$ cat src/rtl/md5_pkg.sv
// md5_pkg: shared chunk layout constants and generator state type
package md5_pkg;
    localparam int CHUNK_W       = 512;
    localparam int LEN_LSB       = 448;
    localparam logic [7:0] PAD_BYTE = 8'h80;
    localparam int MAX_MSG_BYTES = 55;
    typedef enum logic [1:0] {IDLE, RUN, DRAIN} gen_state_t;
endpackage

$ cat src/rtl/md5_pad_encoder.sv
// md5_pad_encoder: turns a counter value into a padded single-block MD5 chunk
module md5_pad_encoder
    import md5_pkg::*;
#(
    parameter int MAX_BYTES = 32
) (
    input  logic [8*MAX_BYTES-1:0] v,
    output logic [CHUNK_W-1:0]     chunk
);
    localparam int VW = 8 * MAX_MSG_BYTES;
    logic [VW-1:0] vp;
    int            len;
    assign vp = VW'(v);
    // message length is the highest non-zero byte index + 1 (zero still occupies one byte)
    always_comb begin
        len = 1;
        for (int i = 1; i < MAX_BYTES; i++) if (vp[8*i +: 8] != 8'h00) len = i + 1;
        chunk = '0;
        for (int i = 0; i < MAX_MSG_BYTES; i++)
            chunk[8*i +: 8] = (i < len) ? vp[8*i +: 8] : (i == len ? PAD_BYTE : 8'h00);
        chunk[CHUNK_W-1:LEN_LSB] = 64'(len * 8);
    end
endmodule

$ cat src/rtl/md5_candidate_chunk_gen.sv
// md5_candidate_chunk_gen: streams padded candidate chunks over a counter range; MD5_CHUNK_GEN_STATS_EN adds chunks_sent
module md5_candidate_chunk_gen
    import md5_pkg::*;
#(
    parameter int MAX_BYTES = 32
) (
    input  logic                   clk,
    input  logic                   reset,
    input  logic                   start,
    input  logic                   abort,
    input  logic [8*MAX_BYTES-1:0] start_value,
    input  logic [8*MAX_BYTES-1:0] end_value,
    input  logic [7:0]             stride,
    output logic [CHUNK_W-1:0]     chunk,
    output logic                   chunk_valid,
    input  logic                   chunk_ready,
    output logic                   chunk_last,
    output logic                   busy,
`ifdef MD5_CHUNK_GEN_STATS_EN
    output logic [63:0]            chunks_sent,
`endif
    output logic                   done
);
    localparam int CW = 8 * MAX_BYTES;
    gen_state_t         state_q;
    logic [CW-1:0]      counter_q, end_q;
    logic [7:0]         stride_q;
    logic [CW:0]        counter_d;
    logic [CHUNK_W-1:0] chunk_q, load_chunk, next_chunk;
    logic               valid_q, done_q, accept;

    md5_pad_encoder #(.MAX_BYTES(MAX_BYTES)) u_load_enc (.v(start_value), .chunk(load_chunk));
    md5_pad_encoder #(.MAX_BYTES(MAX_BYTES)) u_next_enc (.v(counter_d[CW-1:0]), .chunk(next_chunk));

    // one extra bit catches wrap-around so the range ends instead of restarting at zero
    assign counter_d   = {1'b0, counter_q} + (CW+1)'(stride_q);
    assign accept      = valid_q && chunk_ready;
    assign chunk_last  = valid_q && (counter_d[CW] || counter_d[CW-1:0] > end_q);
    assign chunk       = chunk_q;
    assign chunk_valid = valid_q;
    assign busy        = state_q != IDLE;
    assign done        = done_q;

    // FSM: load on start, advance with preloaded next chunk on accept, pulse done after the final accept
    always_ff @(posedge clk) begin
        if (reset) begin
            state_q   <= IDLE;
            counter_q <= '0;
            end_q     <= '0;
            stride_q  <= 8'd1;
            chunk_q   <= '0;
            valid_q   <= 1'b0;
            done_q    <= 1'b0;
        end else begin
            done_q <= 1'b0;
            if (abort) begin
                state_q <= IDLE;
                valid_q <= 1'b0;
            end else begin
                case (state_q)
                    IDLE: if (start) begin
                        state_q   <= RUN;
                        counter_q <= start_value;
                        end_q     <= end_value;
                        stride_q  <= (stride == 8'd0) ? 8'd1 : stride;
                        chunk_q   <= load_chunk;
                        valid_q   <= 1'b1;
                    end
                    RUN: if (accept) begin
                        if (chunk_last) begin
                            state_q <= DRAIN;
                            valid_q <= 1'b0;
                            done_q  <= 1'b1;
                        end else begin
                            counter_q <= counter_d[CW-1:0];
                            chunk_q   <= next_chunk;
                        end
                    end
                    default: state_q <= IDLE;
                endcase
            end
        end
    end

`ifdef MD5_CHUNK_GEN_STATS_EN
    logic [63:0] sent_q;
    assign chunks_sent = sent_q;
    // saturating accept counter; an accept coinciding with abort still counts
    always_ff @(posedge clk) begin
        if (reset || (state_q == IDLE && start && !abort)) sent_q <= '0;
        else if (accept && sent_q != '1) sent_q <= sent_q + 64'd1;
    end
`endif
endmodule

$ cat config.mk
export PLATFORM = sky130hd
export DESIGN_NAME = md5_candidate_chunk_gen
export DESIGN_NICKNAME = d
export VERILOG_FILES = /design/src/rtl/md5_pkg.sv /design/src/rtl/md5_pad_encoder.sv /design/src/rtl/md5_candidate_chunk_gen.sv
export SDC_FILE = /design/constraint.sdc
export NUM_CORES = 2
export LEC_CHECK = 0
export CAP_MARGIN = 40
export CELL_PAD_IN_SITES_DETAIL_PLACEMENT = 0
export CELL_PAD_IN_SITES_GLOBAL_PLACEMENT = 2
export CORE_AREA = 3 3 403 405
export CTS_BUF_LIST = sky130_fd_sc_hd__clkbuf_8
export DETAILED_ROUTE_END_ITERATION = 16
export DIE_AREA = 0 0 406 408
export DONT_BUFFER_PORTS = 1
export PLACE_DENSITY = 0.75
export SYNTH_ARGS = -nofsm -noshare
export SYNTH_HDL_FRONTEND = slang
export SYNTH_SLANG_ARGS = --single-unit
$ cat constraint.sdc
create_clock -name clk -period 15.5 [get_ports clk]
set_input_delay 3.875 -clock clk [delete_from_list [all_inputs] [get_ports clk]]
set_output_delay 3.875 -clock clk [all_outputs]
set_load 0.01 [all_outputs]
; Word-level counts from Yosys, hierarchy flattened
; Cells that the tools add are included.
[word_totals]
reg_bits = 1036
input_bits = 525
output_inout_bits = 516
elab_cells = 612
[classes]
addsub = 1
n_lt_le_gt_ge = 111
eq_ne = 113
n_mux = 300
bitwise = 3
n_reduce_logical = 77
[ops]
columns = cell, count
row1 = 8-bit two-way mux, 221
row2 = 512-bit two-way mux, 3
row3 = 512-bit one-hot mux with 2 select lines, 1
row4 = 256-bit two-way mux, 3
row5 = 256-bit one-hot mux with 2 select lines, 1
row6 = 8-bit nonzero test, 62
row7 = 6-bit equality test (first input constant), 46
row8 = 6-bit < comparator (first input constant), 46
row9 = 256-bit by 8-bit adder with 257-bit output, 1
row10 = 256-bit > comparator, 1
row11 = 5-bit by 6-bit equality test with 1-bit output (first input constant), 32
row12 = 5-bit by 6-bit < comparator with 1-bit output (first input constant), 32
row13 = 5-bit two-way mux, 32
row14 = 4-bit by 6-bit equality test with 1-bit output (first input constant), 16
row15 = 4-bit by 6-bit < comparator with 1-bit output (first input constant), 16
row16 = 32-bit logical NOT, 2
row17 = 4-bit two-way mux, 16
row18 = 3-bit by 6-bit equality test with 1-bit output (first input constant), 8
row19 = 3-bit by 6-bit < comparator with 1-bit output (first input constant), 8
row20 = 2-bit by 6-bit equality test with 1-bit output (first input constant), 4
row21 = 1-bit by 6-bit < comparator with 1-bit output (first input constant), 4
row22 = 2-bit by 6-bit < comparator with 1-bit output (first input constant), 4
row23 = 3-bit two-way mux, 8
row24 = 2-bit two-way mux, 7
row25 = 18 further kinds, 31

; Depth between registers and ports, before layout
[depth]
word_depth = 39
mapped_depth = 32
mapped_depth_nobuf = 26

; By module
; A second synthesis with hierarchy kept.
[hier_totals]
cells_unflattened = 9131
hier_area_um2 = 67788.8
[by_module_without_submodules]
columns = module, n_inst, cells_each, area_per_inst_um2, seq_area_each_um2
row1 = md5_candidate_chunk_gen, 1, 7757, 59542.1, 20739.9
row2 = md5_pad_encoder at u_next_enc, 1, 686, 4160.2, 0.0
row3 = md5_pad_encoder at u_load_enc, 1, 688, 4086.4, 0.0

; Worst setup path before layout
; No wires, ideal clock.
[synth_timing]
kind = register to output
startpoint = reg counter_q[0]
endpoint = out chunk_last
arrival_time_ns = 5.426
slack_ns = 6.199
stages_incl_launch_ff = 26
cell_sequence = dfxtp_1 -> ha_1 -> inv_1 -> fa_1 -> nand2b_1 -> a21oi_1 -> o21ai_1 -> buf_2 -> nor4_2 -> nand4_1 -> nor2b_1 -> buf_2 -> nand2_1 -> xnor2_1 -> ha_1 -> nand4_1 -> or2_2 -> nor4_1 -> nand3_1 -> nor3_1 -> and3_1 -> and4_1 -> a41oi_1 -> a31oi_1 -> o21ai_1 -> nor2_1
[synth_via]
elab_chain_cells = 4
[synth_lines]
columns = item, line
row1 = "start, declared", md5_candidate_chunk_gen.sv:26  ; logic [CW-1:0] counter_q, end_q;
row2 = "start signal, assigned", md5_candidate_chunk_gen.sv:63  ; counter_q <= start_value;
row3 = "start signal, assigned", md5_candidate_chunk_gen.sv:75  ; counter_q <= counter_d[CW-1:0];
row4 = 256-bit by 8-bit adder with 257-bit output (*), md5_candidate_chunk_gen.sv:36  ; assign counter_d = {1'b0, counter_q} + (CW+1)'(stride_q);
row5 = 256-bit > comparator, md5_candidate_chunk_gen.sv:38  ; assign chunk_last = valid_q && (counter_d[CW] || counter_d[CW-1:0] > end_q);
row6 = 1-bit logical OR (*), md5_candidate_chunk_gen.sv:38
row7 = 1-bit logical AND (*), md5_candidate_chunk_gen.sv:38
row8 = "end, declared", md5_candidate_chunk_gen.sv:17  ; output logic chunk_last,
; Mark *: on every way between the ends. The rest lies on a longest branch, timed or not.

; Worst setup path in the final report
[layout_timing]
startpoint = reg counter_q[22]
endpoint = out chunk_last
; The elaborated chain is that of the path after synthesis.

==> summary.txt <==
RSZ-0062 raised after global routing - false
worst min-delay path class - flip-flop to flip-flop
vias in the first global route - 48000
Final period util - 0.8006
initial antenna violation count - 11
routed len/inst - 27.45 um
pre-CTS setup slack - 4.129 ns
die height - 408 um
top-count cell post-synth - nand2_1
Slew Limit Fails - 140
CP max stage delay - 0.63 ns
Die ar. - 165600 um^2
Final Net Count - 7616
# setup viols final - 0
CTS max path bufs - 3
Tmin final - 12.41 ns
worst-path fanout max - 23
Synth top area share - 0.3233
# Post-CTS Setup Buffers - 0
gpl congestion - 0.9700
Synth Flop Type - dfxtp_1
worst path arrival time - 8.53 ns
Crit path required time - 11.62 ns
post-layout util - 0.3448
Max Fclk - 80.59 MHz
Max-Slew Margin vs Limit - -0.2740
status - finished with violations
Clock transition at path regs - 0.06 ns
total gr overflow - 0
final hold viol count - 0
startpoint types - flip-flop
synthesized area per cell - 7.192 um^2
cell area power density - 101.9 nW/um^2
H-Tree Depth - 4
layout cell share with drive strength beyond 1 - 0.06496
worst slew pin tran - 1.911 ns
hpwl dp - 193000 um
failing checks - slew limit
Cells after Synth - 6965
maximum VDD drop - 0.00008786 V
core footprint - 158700 um^2
DR iter-0 viols - 4359
Initial Util - 0.3156
Fin Setup TNS - 0 ns
Synth Register Bits - 809
crit-path cells - nand3_1, nor4_1, nand2_1, nor4_4, buf_4, nand4_1, nor2b_1, buf_4, and3_1, xor2_1, ha_1, nand4_1, or2_2, nor4_1, nand3_1, nor3_1, and3_1, and4_1, a41oi_1, a31oi_1, o21ai_1, nor2_1
most area-consuming cells after synthesis - dfxtp_1 (32%), nand2_1 (11%), a21oi_1 (8.7%), ha_1 (6.6%), nor2_1 (3.6%)
slowest CP cell - nor4_1
DRC - 0
area delta synth->final - 9.262%
final wirelength - 248100 um
top post-synthesis cells by count - nand2_1 (1410), a21oi_1 (871), dfxtp_1 (809)
Post-CTS Resized - 0
number of enable flip-flop cells after synthesis - 0
Num CTS Buffers - 159
floorplan row count - 146
global-route wire length before repair - 350100 um
setup ws final - 3.091 ns
Fin Clk Skew - 0.06313 ns
CTS Hold Bufs - 0
remaining antenna violation count - 0
static leakage power - 21.39 nW
CTS tree - yes
Ys Warns - 0
Die Wd - 406 um
drt pass-1 iters - 6
I/O Pins - 1041
vias per cell - 5.539
port buffer count - 0
Seq/Total Area, Yosys - 0.3233
Mapped Area - 50090 um^2
via count - 50080
TritonCTS Sinks - 809
WS Path Type - flip-flop to output port
buffers and inverters on the worst path - 2
root buffer cell - clkbuf_8
synth unique cells - 91
cell class contributing the biggest share of worst-path delay - simple AND/OR/NAND/NOR gates
GRT Overall Usage - 0.2868
Worst Setup End Kind - output port
post-synthesis async set-or-reset flop share - 0
Synth area leader - dfxtp_1
largest net degree at the start of global routing - 757
Clock Latency Late Sink - 0.96 ns
max-cap violations - 0
-- cells in the final DEF (no fill, tap or decap), types with 159 or more instances in the layout --
| master | count |
|---|---|
| nand4_1 | 220 |
| conb_1 | 227 |
| nand3_1 | 194 |
| nor2_1 | 475 |
| nor4_1 | 164 |
| ha_1 | 264 |
| a21oi_1 | 871 |
| o21ai_0 | 159 |
| inv_1 | 464 |
| clkbuf_8 | 195 |
| dfxtp_1 | 809 |
| nand2_1 | 1410 |
-- power by group --
group | total [W] | internal [W] | switching (W)
Clock | 0.00238 | 0.00130 | 0.00108
Sequential | 0.00233 | 0.00219 | 0.000144
Combinational | 0.000862 | 0.000289 | 0.000573
Total | 0.00558 | 0.00378 | 0.00180
-- cell type report --
class	count	area, um^2
diodes	11	27.53
clock buffers	195	2684
clock inverters	98	753.2
fillers	17420	104000
inverters	422	1584
multi-input cells	5319	29960
flip-flops and latches	809	16200
well taps	2072	2592
repair buffers	115	939.7
-- sequential cells by signal (all words and copies together) (netlist names) --
| signal | count |
|---|---|
| counter_q | 256 |
| stride_q | 8 |
| chunk | 285 |
| done | 1 |
| end_q | 256 |
| state_q | 2 |
| chunk_valid | 1 |
-- metal layers --
metal	global-route usage	share of wire	up-vias	routed length, um
li1	-	-	23520	-
met1	0.3619	0.42	24300	103100
met5	0	0	-	0
met3	0.07719	0.086	363	21390
met2	0.4727	0.47	1897	115800
met4	0.09093	0.032	0	7911
-- through the flow --
step                      instances  hold WS, ns  instance area (um^2)  total power [W]
after floorplan                7191       0.4363                 50940         0.002962
after global placement         8710       0.4435                 51070         0.003216
after detailed placement       8737       0.4471                 51270         0.003230
after CTS                      9030       0.4555                 54710         0.005645
after global routing           9038       0.4675                 54730         0.005841
final                          9041       0.4520                 54730         0.005576
-- worst paths after layout --
kind / depth (start not counted) / from / slack (ns) / to
worst min-delay path: 2 / end_q[38]$_SDFFE_PP0P_ / 0.45 / end_q[38]$_SDFFE_PP0P_
worst min register to register: 2 / end_q[38]$_SDFFE_PP0P_ / 0.45 / end_q[38]$_SDFFE_PP0P_
worst max register to register: 26 / counter_q[22]$_SDFFE_PP0P_ / 5.93 / counter_q[35]$_SDFFE_PP0P_
worst max-delay path: 22 / counter_q[22]$_SDFFE_PP0P_ / 3.09 / chunk_last
-- worst min-delay path: cells and delay by family (launching register included) --
family             cells  cell delay [ns]
AOI/OAI and AO/OA      1             0.05
DFF                    1             0.31
and+or+nand+nor        1             0.05
-- cells by family (layout without fill, tap and decap cells) --
| logic type | after synthesis | after routing | synth area share |
|---|---|---|---|
| simple gates | 3063 | 3063 | 0.2900 |
| buf+inv | 1063 | 830 | 0.09894 |
| xor+xnor | 259 | 259 | 0.04528 |
| fa+ha+maj | 265 | 265 | 0.06634 |
| flops | 809 | 809 | 0.3233 |
| mux | 3 | 3 | 0.0006244 |
| other cells | 1 | 238 | 0.00007486 |
| compound gates | 1502 | 1502 | 0.1754 |
Power figures use the tool's default switching activity.
